## config.mk

```make
export PLATFORM = sky130hd
export DESIGN_NAME = store_packer
export DESIGN_NICKNAME = d
export VERILOG_FILES = /design/src/rtl/store_packer_pkg.sv /design/src/rtl/store_merge.sv /design/src/rtl/store_packer.sv
export SDC_FILE = /design/constraint.sdc
export NUM_CORES = 1
export LEC_CHECK = 0
export CAP_MARGIN = 0
export CORE_UTILIZATION = 37
export CTS_CLUSTER_DIAMETER = 40
export DETAILED_ROUTE_END_ITERATION = 7
export GPL_TIMING_DRIVEN = 0
export PLACE_DENSITY_LB_ADDON = 0.1
export REMOVE_ABC_BUFFERS = 1
export SLEW_MARGIN = 10
export SYNTH_ARGS = -nofsm -noshare
export SYNTH_HDL_FRONTEND = slang
export SYNTH_SLANG_ARGS = --single-unit
```

## constraint.sdc

```tcl
create_clock -name clk -period 1.9 [get_ports clk]
set_input_delay 0.19 -clock clk [delete_from_list [all_inputs] [get_ports clk]]
set_output_delay 0.19 -clock clk [all_outputs]
set_load 0.005 [all_outputs]
```

## src/rtl/store_packer_pkg.sv

```systemverilog
// Shared store encodings, FSM states and the alignment rule used by the store
// packer and the core decoder.
package store_packer_pkg;

   typedef enum logic [1:0] {
      OP_SW   = 2'b00,
      OP_SH   = 2'b01,
      OP_SB   = 2'b10,
      OP_RSVD = 2'b11
   } op_t;

   typedef enum logic [1:0] {
      S_IDLE  = 2'b00,
      S_RD    = 2'b01,
      S_MERGE = 2'b10,
      S_WR    = 2'b11
   } state_t;

   // A request is rejected when its address does not suit its size, or the op is reserved.
   function automatic logic misaligned(input op_t op, input logic [1:0] offset);
      logic bad;
      case (op)
         OP_SW:   bad = (offset != 2'b00);
         OP_SH:   bad = offset[0];
         OP_SB:   bad = 1'b0;
         default: bad = 1'b1;
      endcase
      return bad;
   endfunction

endpackage

```

## src/rtl/store_merge.sv

```systemverilog
// Combinational byte/half-word merge of new store data into a word read from memory.
// Little-endian lanes: byte k sits at bits [8k+7:8k].
module store_merge
   import store_packer_pkg::*;
(
   input  logic [31:0] old_word,
   input  logic [15:0] data,
   input  op_t         op,
   input  logic [1:0]  offset,
   output logic [31:0] merged
);

   always_comb begin
      merged = old_word;
      case (op)
         OP_SB: begin
            case (offset)
               2'd0: merged[7:0]   = data[7:0];
               2'd1: merged[15:8]  = data[7:0];
               2'd2: merged[23:16] = data[7:0];
               2'd3: merged[31:24] = data[7:0];
               default: merged = old_word;
            endcase
         end
         OP_SH: begin
            if (offset[1])
               merged[31:16] = data;
            else
               merged[15:0] = data;
         end
         default: merged = old_word;
      endcase
   end

endmodule

```

## src/rtl/store_packer.sv

```systemverilog
// Turns sw/sh/sb stores into full-word memory writes; sub-word stores use a
// read-modify-write through RD -> MERGE -> WR.
module store_packer
   import store_packer_pkg::*;
#(
   parameter int ADDR_W = 32
) (
   input  logic              clk,
   input  logic              reset,
   input  logic              req,
   input  logic [1:0]        op,
   input  logic [ADDR_W-1:0] addr,
   input  logic [31:0]       wdata,
   output logic              busy,
   output logic              done,
   output logic              err,
   output logic [ADDR_W-1:0] mem_addr,
   output logic              mem_re,
   input  logic [31:0]       mem_rdata,
   output logic              mem_we,
   output logic [31:0]       mem_wdata
);

   state_t      state;
   op_t         op_q;
   logic [1:0]  offset_q;
   logic [15:0] wdata_q;
   logic [31:0] merged;

   store_merge u_merge (
      .old_word (mem_rdata),
      .data     (wdata_q),
      .op       (op_q),
      .offset   (offset_q),
      .merged   (merged)
   );

   // WR behaves like IDLE for acceptance so a new store can start in the write cycle.
   always_ff @(posedge clk) begin
      if (reset) begin
         state     <= S_IDLE;
         op_q      <= OP_SW;
         offset_q  <= '0;
         wdata_q   <= '0;
         busy      <= 1'b0;
         done      <= 1'b0;
         err       <= 1'b0;
         mem_re    <= 1'b0;
         mem_we    <= 1'b0;
         mem_addr  <= '0;
         mem_wdata <= '0;
      end else begin
         done      <= 1'b0;
         err       <= 1'b0;
         mem_re    <= 1'b0;
         mem_we    <= 1'b0;
         mem_wdata <= '0;
         case (state)
            S_IDLE, S_WR: begin
               state    <= S_IDLE;
               busy     <= 1'b0;
               mem_addr <= '0;
               if (req) begin
                  op_q     <= op_t'(op);
                  offset_q <= addr[1:0];
                  wdata_q  <= wdata[15:0];
                  if (misaligned(op_t'(op), addr[1:0])) begin
                     done <= 1'b1;
                     err  <= 1'b1;
                  end else if (op_t'(op) == OP_SW) begin
                     state     <= S_WR;
                     mem_we    <= 1'b1;
                     mem_wdata <= wdata;
                     mem_addr  <= {addr[ADDR_W-1:2], 2'b00};
                     done      <= 1'b1;
                  end else begin
                     state    <= S_RD;
                     mem_re   <= 1'b1;
                     busy     <= 1'b1;
                     mem_addr <= {addr[ADDR_W-1:2], 2'b00};
                  end
               end
            end
            S_RD: begin
               state <= S_MERGE;
               busy  <= 1'b1;
            end
            S_MERGE: begin
               state     <= S_WR;
               busy      <= 1'b0;
               mem_we    <= 1'b1;
               mem_wdata <= merged;
               done      <= 1'b1;
            end
            default: state <= S_IDLE;
         endcase
      end
   end

endmodule

```

==> impl_metrics.json <==
{
  "cts-buffers-inserted": 9,
  "routed_wire_length_per_instance_um": 16.8,
  "share_of_post_route_cells_with_drive_strength_above_1_pct": 10.2,
  "fp.dieArea_um2": 9840,
  "sequential_cell_area_um2": 1790,
  "maxCapViolations": 0,
  "gp_congestion": 0.861,
  "cellPowerDensity_nw_per_um2": 733,
  "drv_slew": 0,
  "critical_path.slowest_cell": "sky130_fd_sc_hd__ha_1",
  "antenna-diode-count": 0,
  "rr_endpoint": "mem_wdata[23]$_SDFF_PP0_",
  "required_ns": 2.19,
  "finClkSkew_ns": 0.0167,
  "worst_skew_pair.late_latency_ns": 0.35,
  "logic_depth_of_the_worst_register_to_register_path": 6,
  "dr_total_vias": 3455,
  "timing.rr.start": "state[0]$_SDFF_PP0_",
  "place.port_buffers": 167,
  "area.growth.synth_to_final_pct": 60.8,
  "flip_flop_and_latch_count_after_synthesis": 89,
  "fin_nets": 641,
  "tritoncts": "yes",
  "std_cell_rows": 35,
  "cts_root_buffer": "sky130_fd_sc_hd__clkbuf_8",
  "first_pass_grt_wire_length_um": 16800,
  "worstSetupStartpointType": "register",
  "ff2ff_setup_slack_ns": 0.08,
  "timing.final.crit_share_pct": 95.5,
  "setup_tns_ns": 0,
  "total_i_o_pin_count": 170,
  "worstMarginPinSlew_ns": 0.696,
  "h-tree-depth": 3,
  "max-slew-margin-rel_pct": 53.6,
  "wirelength_um": 11000,
  "grt_util_all_layers_pct": 21.8,
  "synth_enable_flop_cells": 0,
  "worstHoldPathCells": 3,
  "multiInputGateArea_um2": 1640,
  "die_width_um": 99.2,
  "synth_flop_cell": "sky130_fd_sc_hd__dfxtp_1",
  "antenna_found_initial": 0,
  "worstPathMaxFanout": 23,
  "detail_route.first_pass.iterations": 4,
  "achievable_freq_ghz": 0.551,
  "run_status": "completed",
  "clock_sinks": 89,
  "worstSetupPathType": "register to register",
  "design.core.area_um2": 9200,
  "peakVddDrop_mv": 0.379,
  "die_y_um": 99.2,
  "drt-vias-per-instance": 5.30,
  "critical_path_arrival_ns": 2.10,
  "grt_remaining_overflow": 0,
  "worstPathCellList": "inv_1 > ha_1 > and2_4 > and3_4 > a32o_1 > a21o_1",
  "drt.antenna.violating_nets": 0,
  "layoutNonFillerInstCount": 652,
  "grt_max_degree": 34,
  "fillerInstances": 807,
  "dpl_cell_area_um2": 5220,
  "p_leak_nw": 2.16,
  "critical-path-max-stage-delay_ns": 0.38,
  "clock_path_buffers": 2,
  "drc": 0,
  "timing.hold.worst.start": "wdata[30]",
  "initial_core_utilization_pct": 38.0,
  "whs_endpoint": "mem_wdata[30]$_SDFF_PP0_",
  "post-route-min-period_ns": 1.82,
  "hold_path_class": "input pin to register",
  "worstSetupEndpointType": "register",
  "syn_avg_cell_area_um2": 9.45,
  "synth_cell_area_um2": 3500,
  "via_count_of_the_first_global_routing_pass": 3370,
  "final_area_um2": 5620,
  "placed_cells_incl_taps": 625,
  "timing.final.hold_violations": 0,
  "total_power_mw": 4.12,
  "synth.distinct_cells": 36,
  "drt_iter0_drc": 170,
  "hold_buffers": 0,
  "utilization_pct": 61.1,
  "cts.clk_slew.worst_paths_ns": 0.10,
  "asyncSetResetFlopFracSynth_pct": 0,
  "syn_inst": 370,
  "ys_seq_area_share_pct": 51.0,
  "ys.warnings.count": 0,
  "dp.final_hpwl_um": 7600,
  "report.final.setup_viol": 0
}
==> layout make-up <==
class,instances,share of cell area (%)
Clock buffer,9,2.20
Clock inverter,7,1.42
Inverter,14,0.935
Multi-Input combinational cell,241,29.2
Sequential cell,89,31.8
Tap cell,111,2.47
Timing Repair Buffer,181,31.9
==> layout by cell type (no fill, tap or decap), types with 2 or more instances in the layout <==
master,n
sky130_fd_sc_hd__a22o_1,37
sky130_fd_sc_hd__a21o_1,3
sky130_fd_sc_hd__nor3_4,2
sky130_fd_sc_hd__a221oi_1,8
sky130_fd_sc_hd__a21oi_1,25
sky130_fd_sc_hd__o21ai_0,8
sky130_fd_sc_hd__conb_1,2
sky130_fd_sc_hd__buf_4,11
sky130_fd_sc_hd__a211oi_4,2
sky130_fd_sc_hd__nor3b_1,2
sky130_fd_sc_hd__clkinv_4,3
sky130_fd_sc_hd__clkbuf_8,9
sky130_fd_sc_hd__nand2b_1,2
sky130_fd_sc_hd__o22ai_1,8
sky130_fd_sc_hd__nor2_1,22
sky130_fd_sc_hd__dfxtp_1,86
sky130_fd_sc_hd__nor2_2,2
sky130_fd_sc_hd__nand2_4,2
sky130_fd_sc_hd__clkdlybuf4s50_1,166
sky130_fd_sc_hd__inv_1,14
sky130_fd_sc_hd__dfxtp_2,2
sky130_fd_sc_hd__nand2_1,58
sky130_fd_sc_hd__a221o_1,22
sky130_fd_sc_hd__or2_2,2
sky130_fd_sc_hd__ha_1,2
sky130_fd_sc_hd__and3_1,15
==> report_power, final <==
group	internal (mW)	switching [mW]	leakage (nW)	total, mW
logic	0.433	0.318	1.33	0.751
registers	1.95	0.0799	0.725	2.03
clock network	0.622	0.711	0.101	1.33
==> metal layers <==
metal	track usage, %	up-vias	wire length (um)
li1	-	1668	-
met1	27.5	1637	4930
met2	36.3	126	5140
met3	4.50	24	608
met4	9.05	0	284
met5	0	-	0
==> how the worst max path moves through the flow <==
stage                         startpoint                   endpoint  slack, ns  cells after the start
finish               state[0]$_SDFF_PP0_   mem_wdata[23]$_SDFF_PP0_       0.08                      6
global route        op_q[0]$_SDFFE_PP0P_    mem_wdata[6]$_SDFF_PP0_     -0.006                      6
CTS                  state[0]$_SDFF_PP0_   mem_wdata[23]$_SDFF_PP0_      -0.01                      6
detailed placement                 reset   mem_wdata[12]$_SDFF_PP0_      -1.12                      5
global placement                   reset   mem_addr[3]$_SDFFE_PP0N_      -2.51                      3
floorplan            state[0]$_SDFF_PP0_  mem_addr[10]$_SDFFE_PP0N_      -1.20                      5
==> metrics by stage <==
step                hold WS [ns]  worst slack, ns
floorplan                  0.259            -1.20
global placement           0.456            -2.51
detailed placement         0.453            -1.12
CTS                        0.380          -0.0118
global route               0.405         -0.00645
finish                     0.392           0.0849
==> sequential cells by signal, indices dropped and copies added, names as in the netlist <==
signal and flops:
mem_re 1, mem_wdata 32, busy 1, state 2, offset_q 2, err 1, mem_addr 30, mem_we 1
wdata_q 16, op_q 2, done 1
==> cell usage after synthesis, types with 2 or more instances <==
cell / number / area share, %
sky130_fd_sc_hd__dfxtp_1: 89 / 51
sky130_fd_sc_hd__nand2_1: 61 / 6.5
sky130_fd_sc_hd__a22o_1: 37 / 9.3
sky130_fd_sc_hd__a21oi_1: 25 / 3.6
sky130_fd_sc_hd__nor2_1: 24 / 2.6
sky130_fd_sc_hd__a221o_1: 22 / 6.3
sky130_fd_sc_hd__clkbuf_1: 19 / 2.0
sky130_fd_sc_hd__and3_1: 16 / 2.9
sky130_fd_sc_hd__inv_1: 14 / 1.5
sky130_fd_sc_hd__a221oi_1: 8 / 2.0
sky130_fd_sc_hd__o21ai_0: 8 / 1.1
sky130_fd_sc_hd__o22ai_1: 8 / 1.4
sky130_fd_sc_hd__ha_1: 4 / 1.4
sky130_fd_sc_hd__a21o_1: 3 / 0.64
sky130_fd_sc_hd__buf_2: 3 / 0.43
sky130_fd_sc_hd__buf_4: 3 / 0.64
sky130_fd_sc_hd__nor3_1: 3 / 0.43
sky130_fd_sc_hd__a211oi_2: 2 / 0.72
sky130_fd_sc_hd__nand2b_1: 2 / 0.36
sky130_fd_sc_hd__nor3b_1: 2 / 0.43
sky130_fd_sc_hd__or2_2: 2 / 0.36
==> worst max-delay path, delay by kind of cell, from the launching register on <==
kind / cells / cell delay (ns)
and+or+nand+nor: 2 / 0.74
adders and majority gates: 1 / 0.38
buffers and inverters: 1 / 0.05
DFF: 1 / 0.35
AOI/OAI and AO/OA: 2 / 0.24
==> logic make-up after synthesis <==
family,Yosys count,synth area share (%)
AOI/OAI and AO/OA,118,26.8
adders and majority gates,4,1.43
buffers and inverters,41,5.08
DFF,89,51.0
other,1,0.107
and+or+nand+nor,117,15.6
==> repair_timing <==
| item | in CTS | in global routing |
|---|---|---|
| resized for setup | 20 | 8 |
| setup buffers | 6 | 5 |
| pin swaps | 4 | 3 |
| endpoints found under the setup margin | 72 | 40 |
No activity file was read; power rests on OpenSTA's default activity.
